===== config.mk =====
export PLATFORM = sky130hd
export DESIGN_NAME = param_bit_counter
export DESIGN_NICKNAME = d
export VERILOG_FILES = /design/src/rtl/param_bit_counter.sv
export SDC_FILE = /design/constraint.sdc
export NUM_CORES = 1
export LEC_CHECK = 0
export ABC_AREA = 1
export BUFFER_PORTS_ARGS = -buffer_cell sky130_fd_sc_hd__buf_2
export CELL_PAD_IN_SITES_DETAIL_PLACEMENT = 1
export CELL_PAD_IN_SITES_GLOBAL_PLACEMENT = 2
export CORE_ASPECT_RATIO = 1.4
export CORE_MARGIN = 2
export CORE_UTILIZATION = 30
export CTS_BUF_LIST = sky130_fd_sc_hd__clkbuf_16
export DETAILED_ROUTE_END_ITERATION = 12
export PLACE_DENSITY = 0.85
export SLEW_MARGIN = 20
export SYNTH_ARGS = -nofsm -noshare
export SYNTH_HDL_FRONTEND = slang
export SYNTH_SLANG_ARGS = --single-unit

===== constraint.sdc =====
create_clock -name i_clk -period 3.2 [get_ports i_clk]
set_input_delay 0 -clock i_clk [delete_from_list [all_inputs] [get_ports i_clk]]
set_output_delay 0 -clock i_clk [all_outputs]
set_load 0.01 [all_outputs]

===== src/rtl/param_bit_counter.sv =====
// Counts set or clear bits of an operand, BPC bits per clock, and stops early
// once no contributing bits remain. Define BIT_COUNTER_ABORT_EN to add i_abort.
module param_bit_counter #(
  parameter int WIDTH = 8,
  parameter int BPC   = 1,
  parameter int RW    = $clog2(WIDTH + 1)
) (
  input  logic             i_clk,
  input  logic             i_reset,
  input  logic             i_start,
  input  logic [WIDTH-1:0] i_a,
  input  logic             i_mode,
`ifdef BIT_COUNTER_ABORT_EN
  input  logic             i_abort,
`endif
  output logic [RW-1:0]    o_result,
  output logic             o_done,
  output logic             o_busy
);

  // state   | meaning
  // S_IDLE  | load operand (inverted for zero count) while start is low
  // S_COUNT | accumulate the low chunk and shift until the shifter is empty
  // S_DONE  | hold result until start is released
  typedef enum logic [1:0] {
    S_IDLE  = 2'd0,
    S_COUNT = 2'd1,
    S_DONE  = 2'd2
  } state_t;

  state_t           r_state;
  state_t           w_state_nxt;
  logic [WIDTH-1:0] r_sreg;
  logic [WIDTH-1:0] w_sreg_nxt;
  logic [RW-1:0]    r_result;
  logic [RW-1:0]    w_result_nxt;
  logic [WIDTH-1:0] w_load;

  function automatic logic [RW-1:0] chunk_pop(input logic [BPC-1:0] c);
    logic [RW-1:0] n;
    n = '0;
    for (int i = 0; i < BPC; i++) begin
      n = n + RW'(c[i]);
    end
    return n;
  endfunction

  assign w_load = i_mode ? ~i_a : i_a;

  always_comb begin
    w_state_nxt  = r_state;
    w_sreg_nxt   = r_sreg;
    w_result_nxt = r_result;
    case (r_state)
      S_IDLE: begin
        if (i_start) begin
          w_state_nxt = S_COUNT;
        end else begin
          w_sreg_nxt   = w_load;
          w_result_nxt = '0;
        end
      end
      S_COUNT: begin
`ifdef BIT_COUNTER_ABORT_EN
        if (i_abort) begin
          w_state_nxt  = S_IDLE;
          w_sreg_nxt   = '0;
          w_result_nxt = '0;
        end else
`endif
        if (r_sreg == '0) begin
          w_state_nxt = S_DONE;
        end else begin
          w_result_nxt = r_result + chunk_pop(r_sreg[BPC-1:0]);
          w_sreg_nxt   = r_sreg >> BPC;
        end
      end
      S_DONE: begin
        // releasing start performs the idle load on the same edge
        if (!i_start) begin
          w_state_nxt  = S_IDLE;
          w_sreg_nxt   = w_load;
          w_result_nxt = '0;
        end
      end
      default: begin
        w_state_nxt = S_IDLE;
      end
    endcase
  end

  always_ff @(posedge i_clk) begin
    if (i_reset) begin
      r_state  <= S_IDLE;
      r_sreg   <= '0;
      r_result <= '0;
    end else begin
      r_state  <= w_state_nxt;
      r_sreg   <= w_sreg_nxt;
      r_result <= w_result_nxt;
    end
  end

  assign o_result = r_result;
  assign o_done   = (r_state == S_DONE);
  assign o_busy   = (r_state == S_COUNT);

endmodule

==> results of run 1 <==
cell usage in the layout (no fill, tap or decap):
master | Yosys | final
inv_4 | 1 | 1
or2_4 | 1 | 1
nand2_4 | 1 | 1
clkbuf_16 | 0 | 3
nor2_1 | 23 | 23
a21oi_2 | 1 | 1
ha_1 | 2 | 2
o21ai_4 | 1 | 1
nor2_8 | 1 | 1
nor2_2 | 1 | 1
dlygate4sd3_1 | 0 | 1
dfxtp_1 | 14 | 14
nand3_1 | 7 | 7
nand2_1 | 23 | 23
clkinv_1 | 1 | 2
o21ai_0 | 2 | 2
or2_2 | 8 | 8
nand2_2 | 1 | 1
buf_2 | 2 | 17
a22oi_1 | 7 | 7
inv_1 | 4 | 4
a21oi_1 | 14 | 14
critical path: cells and delay by family, from the launching register on:
family	cells	cell delay, ps
buffers and inverters	1	110
and+or+nand+nor	5	550
AOI/OAI and AO/OA	1	100
DFF	1	740
where the power goes:
part | internal (mW) | total (mW) | switching (mW) | leakage, nW
clock | 0.166 | 0.242 | 0.0761 | 0.0385
combinational | 0.0535 | 0.136 | 0.0824 | 0.306
sequential | 0.196 | 0.222 | 0.0255 | 0.115
total | 0.415 | 0.599 | 0.184 | 0.460
final timing paths:
kind,startpoint,endpoint,slack [ps],depth (start not counted)
hold / removal,i_start,r_state[1]$_SDFFE_PP0P_,40,3
hold reg to reg,o_result[3]$_SDFFE_PP0P_,o_result[3]$_SDFFE_PP0P_,510,2
setup / recovery,r_state[0]$_SDFFE_PP0P_,r_sreg[4]$_SDFFE_PP0P_,1570,7
setup reg to reg,r_state[0]$_SDFFE_PP0P_,r_sreg[4]$_SDFFE_PP0P_,1570,7
sequential cells by signal, summed over array words and instances (netlist names):
signal and flops:
r_state 2, o_result 4, r_sreg 8
synthesized netlist by cell type, types with 2 or more instances:
cell type  instances  share of area [%]
ha_1               2                3.0
nand2_1           23                 10
nor2_1            23                 10
buf_6              2                2.7
a22oi_1            7                6.3
dfxtp_1           14                 34
buf_2              2                1.2
a21oi_1           14                8.4
inv_1              4                1.8
nand3_1            7                4.2
o21ai_0            2                1.2
or2_2              8                6.0
metal layers:
metal / part of all wire [%] / global-route usage [%] / vias to the layer above
met2: 52 / 25.7 / 12
met4: 1.7 / 8.57 / 0
met5: 0 / 0 / -
li1: - / - / 420
met3: 2.6 / 2.04 / 4
met1: 44 / 16.0 / 366
logic make-up (layout without fill, tap and decap cells):
kind of cell	Yosys count	in the layout	share of synthesized area (%)
AO/OA/AOI/OAI	25	25	19.0
adder cells (fa/ha/maj)	2	2	3.01
buffers and inverters	10	28	6.93
flip-flops	14	14	33.7
AND/OR/NAND/NOR	66	66	37.3
area by class of cell:
class	instances	area share, %
sequential	14	27.6
timing repair buffer	18	9.35
multi-input combinational	93	48.5
clock buffer	3	7.38
inverter	6	2.46
tap	36	4.43
clock inverter	1	0.369
per-stage QoR:
step | hold slack [ps] | power, mW | std cells | instance area, um2 | util, %
6_report | 37.6 | 0.599 | 171 | 1020 | 38.5
3_5_place_dp | 252 | 0.362 | 166 | 928 | 35.1
3_3_place_gp | 256 | 0.356 | 166 | 928 | 35.1
5_1_grt | 55.3 | 0.637 | 171 | 1020 | 38.5
4_1_cts | 34.9 | 0.608 | 171 | 1020 | 38.5
2_1_floorplan | 62.4 | 0.331 | 117 | 831 | -
==> flow_metrics.env, run 1 <==
export IMPL_synth_warnings=0
export IMPL_yosysSeqAreaShare_pct=33.7
export IMPL_grt_usage_pct=14.3
export IMPL_nNetsFinal=150
export IMPL_fin_skew_ps=3.31
export IMPL_dr_pass1_iters=2
export IMPL_cts_buffers=3
export IMPL_synthesis_nets=131
export IMPL_drive_above_1_share_pct=26.7
export IMPL_worstSkewPairLatency_ps=250
export IMPL_die_h_um=66.3
export IMPL_synth_seq_cells=14
export IMPL_final_antenna_net_count=0
export IMPL_critical_path_class="flop to flop"
export IMPL_row_count=22
export IMPL_relSlewSlack_pct=55.8
export IMPL_path_cells="inv_4 > nor2_8 > o21ai_4 > nand2_4 > nand2_1 > nand2_1 > nor2_1"
export IMPL_via_per_inst=4.69
export IMPL_clk_path_buf_depth=2
export IMPL_vias=802
export IMPL_grt_overflow_total=0
export IMPL_async_flop_share_pct=0
export IMPL_numPortBuffers=17
export IMPL_core_area_um2=2640
export IMPL_dp_hpwl_mm=1.49
export IMPL_status="complete, no violations"
export IMPL_slowest_stage="dfxtp_1"
export IMPL_period_share_pct=50.8
export IMPL_drt_initial_drc_count=8
export IMPL_antenna_found_initial=0
export IMPL_critPathLaunchType="flop"
export IMPL_arrival_ps=1760
export IMPL_tightest_slew_ps=662
export IMPL_cellPowerDensity_nw_per_um2=589
export IMPL_regArea_um2=280
export IMPL_wl_per_cell_um=11.4
export IMPL_path_max_fanout=19
export IMPL_die_w_um=48.5
export IMPL_clock_sinks=14
export IMPL_area_growth_syn_to_layout_pct=22.4
export IMPL_vdd_drop_max_mv=0.203
export IMPL_clk_pin_slew_ps=50
export IMPL_postCtsSetupBuffers=0
export IMPL_io_pins=18
export IMPL_max_stage_delay_ps=740
export IMPL_holdBufCountCts=1
export IMPL_timing_final_ws_setup_ps=1570
export IMPL_hold_viol_final=0
export IMPL_synthCells=117
export IMPL_h_tree_depth=1
export IMPL_synth_edf_count=0
export IMPL_synth_ff_type="dfxtp_1"
export IMPL_tns_ps=0
export IMPL_worstPathRequired_ps=3340
export IMPL_rsz0062_at_grt="no"
export IMPL_finalSetupViolCount=0
export IMPL_cts_root_buffer="clkbuf_16"
export IMPL_cts_resized=0
export IMPL_maxCapViolCount=0
export IMPL_diodes=0
export IMPL_gp_congestion=0.760
export IMPL_post_place_ws_ps=1620
export IMPL_multi_input_area_um2=493
export IMPL_max_freq_mhz=615
export IMPL_drc=0
export IMPL_cts_tree="yes"
export IMPL_cpMostUsedCell="nand2_1"
export IMPL_initial_utilization_pct=31.4
export IMPL_post_route_min_period_ps=1630
export IMPL_synth_area_um2=831
export IMPL_nFillCells=361
export IMPL_end_kind="flop"
export IMPL_fp_dieArea_um2=3210
export IMPL_wirelength_mm=1.94
export IMPL_syn_mean_instance_area_um2=7.10
export IMPL_hold_class="input port to flop"
export IMPL_p_leak_nw=0.460
export IMPL_grt_max_degree=20
export IMPL_drv_slew=0
export IMPL_grt_pass1_wl_mm=3.54
export IMPL_synth_cell_types=21
export IMPL_grt_pass1_vias=811
Power figures use the tool's default switching activity.
==> run 2: changes to the inputs <==
--- a/config.mk
+++ b/config.mk
@@ -11,10 +11,10 @@
 export CELL_PAD_IN_SITES_GLOBAL_PLACEMENT = 2
 export CORE_ASPECT_RATIO = 1.4
 export CORE_MARGIN = 2
-export CORE_UTILIZATION = 30
+export CORE_UTILIZATION = 28
 export CTS_BUF_LIST = sky130_fd_sc_hd__clkbuf_16
 export DETAILED_ROUTE_END_ITERATION = 12
-export PLACE_DENSITY = 0.85
+export PLACE_DENSITY = 0.8
 export SLEW_MARGIN = 20
 export SYNTH_ARGS = -nofsm -noshare
 export SYNTH_HDL_FRONTEND = slang
==> constraint.sdc (replaced) <==
create_clock -name i_clk -period 1.6 [get_ports i_clk]
set_input_delay 0 -clock i_clk [delete_from_list [all_inputs] [get_ports i_clk]]
set_output_delay 0 -clock i_clk [all_outputs]
set_load 0.01 [all_outputs]
==> flow_metrics.env, run 2 (synthesized netlist as in run 1, its figures left out) <==
export IMPL_status="complete, no violations"
export IMPL_hold_class="input port to flop"
export IMPL_wl_per_cell_um=12.1
export IMPL_grt_pass1_wl_mm=3.69
export IMPL_cp_top_family="flip-flops"
export IMPL_cts_tree="yes"
export IMPL_rsz0062_at_grt="no"
export IMPL_holdBufCountCts=1
export IMPL_diodes=0
export IMPL_row_count=23
export IMPL_h_tree_depth=1
export IMPL_detailed_place_area_um2=937
export IMPL_final_area_um2=1020
export IMPL_path_max_fanout=3
export IMPL_p_leak_nw=0.464
export IMPL_grt_overflow_total=0
export IMPL_tns_ps=0
export IMPL_gp_congestion=0.693
export IMPL_grt_pass1_vias=806
export IMPL_cellPowerDensity_nw_per_um2=1170
export IMPL_final_antenna_net_count=0
export IMPL_drc=0
export IMPL_via_per_inst=4.76
export IMPL_vias=818
export IMPL_cts_root_buffer="clkbuf_16"
export IMPL_fp_dieArea_um2=3420
export IMPL_fin_hold_ws_ps=32.3
export IMPL_io_pins=18
export IMPL_worstPathRequired_ps=1780
export IMPL_drive_above_1_share_pct=27.4
export IMPL_stdcell_count=172
export IMPL_core_area_um2=2850
export IMPL_dr_pass1_iters=3
export IMPL_maxCapViolCount=0
export IMPL_post_route_min_period_ps=1370
export IMPL_max_freq_mhz=728
export IMPL_regMostFlops="r_sreg"
export IMPL_die_w_um=50.0
export IMPL_fin_skew_ps=1.79
export IMPL_clk_pin_slew_ps=50
export IMPL_nNetsFinal=151
export IMPL_postCtsSetupBuffers=0
export IMPL_antenna_found_initial=0
export IMPL_path_buf_inv=1
export IMPL_die_h_um=68.5
export IMPL_cts_resized=0
export IMPL_finalSetupViolCount=0
export IMPL_path_cells="ha_1 > ha_1 > inv_1 > or2_2 > a21oi_1 > nand2_2 > a21oi_2"
export IMPL_hold_depth=3
export IMPL_cts_buffers=3
export IMPL_clock_sinks=14
export IMPL_r2r_cells=7
export IMPL_wirelength_mm=2.09
export IMPL_relSlewSlack_pct=81.0
export IMPL_period_share_pct=85.9
export IMPL_initial_utilization_pct=29.2
export IMPL_largest_register_ffs=8
export IMPL_cp_num_cells=7
export IMPL_area_growth_syn_to_layout_pct=23.0
export IMPL_numPortBuffers=17
export IMPL_worstSkewPairLatency_ps=240
export IMPL_slowest_stage="dfxtp_1"
export IMPL_hold_viol_final=0
export IMPL_drv_slew=0
export IMPL_critPathLaunchType="flop"
export IMPL_nFillCells=376
export IMPL_grt_max_degree=20
export IMPL_grt_usage_pct=14.5
export IMPL_mostFrequentLayoutCells="nor2_1 (23), nand2_1 (23), buf_2 (17)"
export IMPL_max_stage_delay_ps=350
export IMPL_drt_initial_drc_count=23
export IMPL_end_kind="flop"
export IMPL_utilization_pct=35.9
export IMPL_critical_path_class="flop to flop"
export IMPL_tightest_slew_ps=283
export IMPL_clk_path_buf_depth=2
export IMPL_dp_hpwl_mm=1.57
export IMPL_cpMostUsedCell="ha_1"
export IMPL_dp_cells=168
export IMPL_vdd_drop_max_mv=0.448
export IMPL_arrival_ps=1550
[run 2: per-stage QoR]
stage	power, mW	setup WS (ps)
2_1_floorplan	0.662	247
3_3_place_gp	0.720	293
3_5_place_dp	0.734	221
4_1_cts	1.22	209
5_1_grt	1.28	89.4
6_report	1.20	226
[run 2: area by class of cell]
cell class              instances  area [um2]  share of cell area, %
inverters                       6        25.0                   2.45
well taps                      37        46.3                   4.53
clock buffers                   3        75.1                   7.34
flip-flops and latches         14         280                   27.4
multi-input cells              93         493                   48.2
repair buffers                 19         103                   10.0
[run 2: power by group]
group	switching, mW	total, mW	internal, mW
registers	0.0363	0.429	0.393
clock network	0.146	0.473	0.327
logic	0.185	0.296	0.111
[run 2: final timing paths]
check	from	endpoint	slack, ps
worst max-delay path	r_sreg[0]$_SDFFE_PP0P_	o_result[2]$_SDFFE_PP0P_	230
worst min-delay path	i_start	r_state[1]$_SDFFE_PP0P_	30
worst max register to register	r_sreg[0]$_SDFFE_PP0P_	o_result[2]$_SDFFE_PP0P_	230
worst min register to register	o_result[3]$_SDFFE_PP0P_	o_result[3]$_SDFFE_PP0P_	500
[run 2: worst register-to-register path: stages, from the launching register on]
cell     delay [ps]
dfxtp_1         350
ha_1            180
ha_1            140
inv_1            40
or2_2           260
a21oi_1         160
nand2_2          70
a21oi_2         110
[run 2: layer usage]
| layer | vias up | share of wire (%) | global-route usage [%] |
|---|---|---|---|
| met5 | - | 0 | 0 |
| met4 | 0 | 2.2 | 7.29 |
| met3 | 5 | 3.9 | 2.62 |
| met2 | 19 | 50 | 26.0 |
| met1 | 374 | 44 | 16.5 |
| li1 | 420 | - | - |
==> run 3: changes to the inputs <==
==> constraint.sdc (replaced) <==
create_clock -name i_clk -period 1.6 [get_ports i_clk]
set_input_delay 0.24 -clock i_clk [delete_from_list [all_inputs] [get_ports i_clk]]
set_output_delay 0.24 -clock i_clk [all_outputs]
set_load 0.01 [all_outputs]
==> flow_metrics.env, run 3 (synthesized netlist as in run 1, its figures left out) <==
export IMPL_postCtsSetupBuffers=0
export IMPL_finalSetupViolCount=0
export IMPL_wirelength_mm=2.07
export IMPL_row_count=23
export IMPL_maxCapViolCount=0
export IMPL_critical_path_class="flop to flop"
export IMPL_grt_pass1_wl_mm=3.66
export IMPL_met2_usage_pct=26.0
export IMPL_holdBufCountCts=0
export IMPL_clk_pin_slew_ps=50
export IMPL_grt_max_degree=20
export IMPL_clk_path_buf_depth=2
export IMPL_die_h_um=68.5
export IMPL_grt_use_met3_pct=2.62
export IMPL_dr_pass1_iters=3
export IMPL_worstPathRequired_ps=1780
export IMPL_r2r_start="r_sreg[0]$_SDFFE_PP0P_"
export IMPL_cts_tree="yes"
export IMPL_cpMostUsedCell="ha_1"
export IMPL_drv_slew=0
export IMPL_worstHoldStart="i_reset"
export IMPL_worstSkewPairLatency_ps=240
export IMPL_grt_usage_pct=14.5
export IMPL_diodes=0
export IMPL_rsz0062_at_grt="no"
export IMPL_initial_utilization_pct=29.2
export IMPL_core_area_um2=2850
export IMPL_fin_hold_ws_ps=236
export IMPL_globalRoute_busiestLayer="met2"
export IMPL_tightest_slew_ps=280
export IMPL_p_leak_nw=0.460
export IMPL_via_per_inst=4.73
export IMPL_drc=0
export IMPL_grt_pass1_vias=789
export IMPL_critPathLaunchType="flop"
export IMPL_tns_ps=0
export IMPL_regMostFlops="r_sreg"
export IMPL_fin_skew_ps=2.14
export IMPL_wl_per_cell_um=12.1
export IMPL_path_cells="ha_1 > ha_1 > inv_1 > or2_2 > a21oi_1 > nand2_2 > a21oi_2"
export IMPL_cts_buffers=3
export IMPL_critPathLaunch="r_sreg[0]$_SDFFE_PP0P_"
export IMPL_area_growth_syn_to_layout_pct=21.8
export IMPL_met1_usage_pct=16.2
export IMPL_h_tree_depth=1
export IMPL_path_max_fanout=3
export IMPL_numPortBuffers=17
export IMPL_hold_viol_final=0
export IMPL_mostFrequentLayoutCells="nor2_1 (23), nand2_1 (23), buf_2 (17)"
export IMPL_status="complete, no violations"
export IMPL_post_route_min_period_ps=1370
export IMPL_period_share_pct=85.7
export IMPL_io_pins=18
export IMPL_vdd_drop_max_mv=0.447
export IMPL_total_power_mw=1.20
export IMPL_clock_sinks=14
export IMPL_end_kind="flop"
export IMPL_antenna_found_initial=0
export IMPL_drt_initial_drc_count=22
export IMPL_drive_above_1_share_pct=27.6
export IMPL_dp_hpwl_mm=1.57
export IMPL_hold_class="input port to flop"
export IMPL_gp_congestion=0.693
export IMPL_fp_dieArea_um2=3420
export IMPL_vias=809
export IMPL_die_w_um=50.0
export IMPL_max_stage_delay_ps=350
export IMPL_slowest_stage="dfxtp_1"
export IMPL_cts_root_buffer="clkbuf_16"
export IMPL_cellPowerDensity_nw_per_um2=1180
export IMPL_cts_resized=0
export IMPL_relSlewSlack_pct=81.2
export IMPL_grt_overflow_total=0
export IMPL_largest_register_ffs=8
export IMPL_final_antenna_net_count=0
export IMPL_nNetsFinal=150
export IMPL_arrival_ps=1550
export IMPL_max_freq_mhz=729
export IMPL_utilization_pct=35.5
-- run 3: cell count changes in the layout (fill, tap and decap cells not counted) --
cell / before / now
dlygate4sd3_1: 1 / 0
-- run 3: path summary, 6_finish.rpt --
check,to,slack (ps),cells after the start
setup / recovery,o_result[2]$_SDFFE_PP0P_,230,7
hold / removal,o_result[2]$_SDFFE_PP0P_,240,2
setup reg to reg,o_result[2]$_SDFFE_PP0P_,230,7
hold reg to reg,o_result[3]$_SDFFE_PP0P_,500,2
-- run 3: per-stage QoR --
stage               std cells  worst slack [ps]  area [um2]
floorplan                 117               247         831
global placement          168               293         937
detailed placement        168               221         937
CTS                       171               209        1010
global route              171              89.4        1010
finish                    171               228        1010
-- run 3: metal layers --
metal  vias up  wire length, um
met1       367              912
met5         -                0
met4         0               46
li1        418                -
met2        19             1030
met3         5               78
-- run 3: area by class of cell --
type                            count  area [um2]
Sequential cell                    14         280
Tap cell                           37        46.3
Clock buffer                        3        75.1
Timing Repair Buffer               18        92.6
Inverter                            6        25.0
Multi-Input combinational cell     93         493
Fill cell                         379        1840
-- run 3: worst max-delay path: cells and delay by family, from the launching register on --
family,cells,cell delay [ps]
AOI/OAI and AO/OA,2,270
adders and majority gates,2,320
buffers and inverters,1,40
DFF,1,350
and+or+nand+nor,2,330
-- run 3: power by group --
part	total, mW	internal [mW]	switching [mW]
clock	0.473	0.327	0.145
sequential	0.429	0.393	0.0364
combinational	0.294	0.110	0.185
total	1.20	0.830	0.366
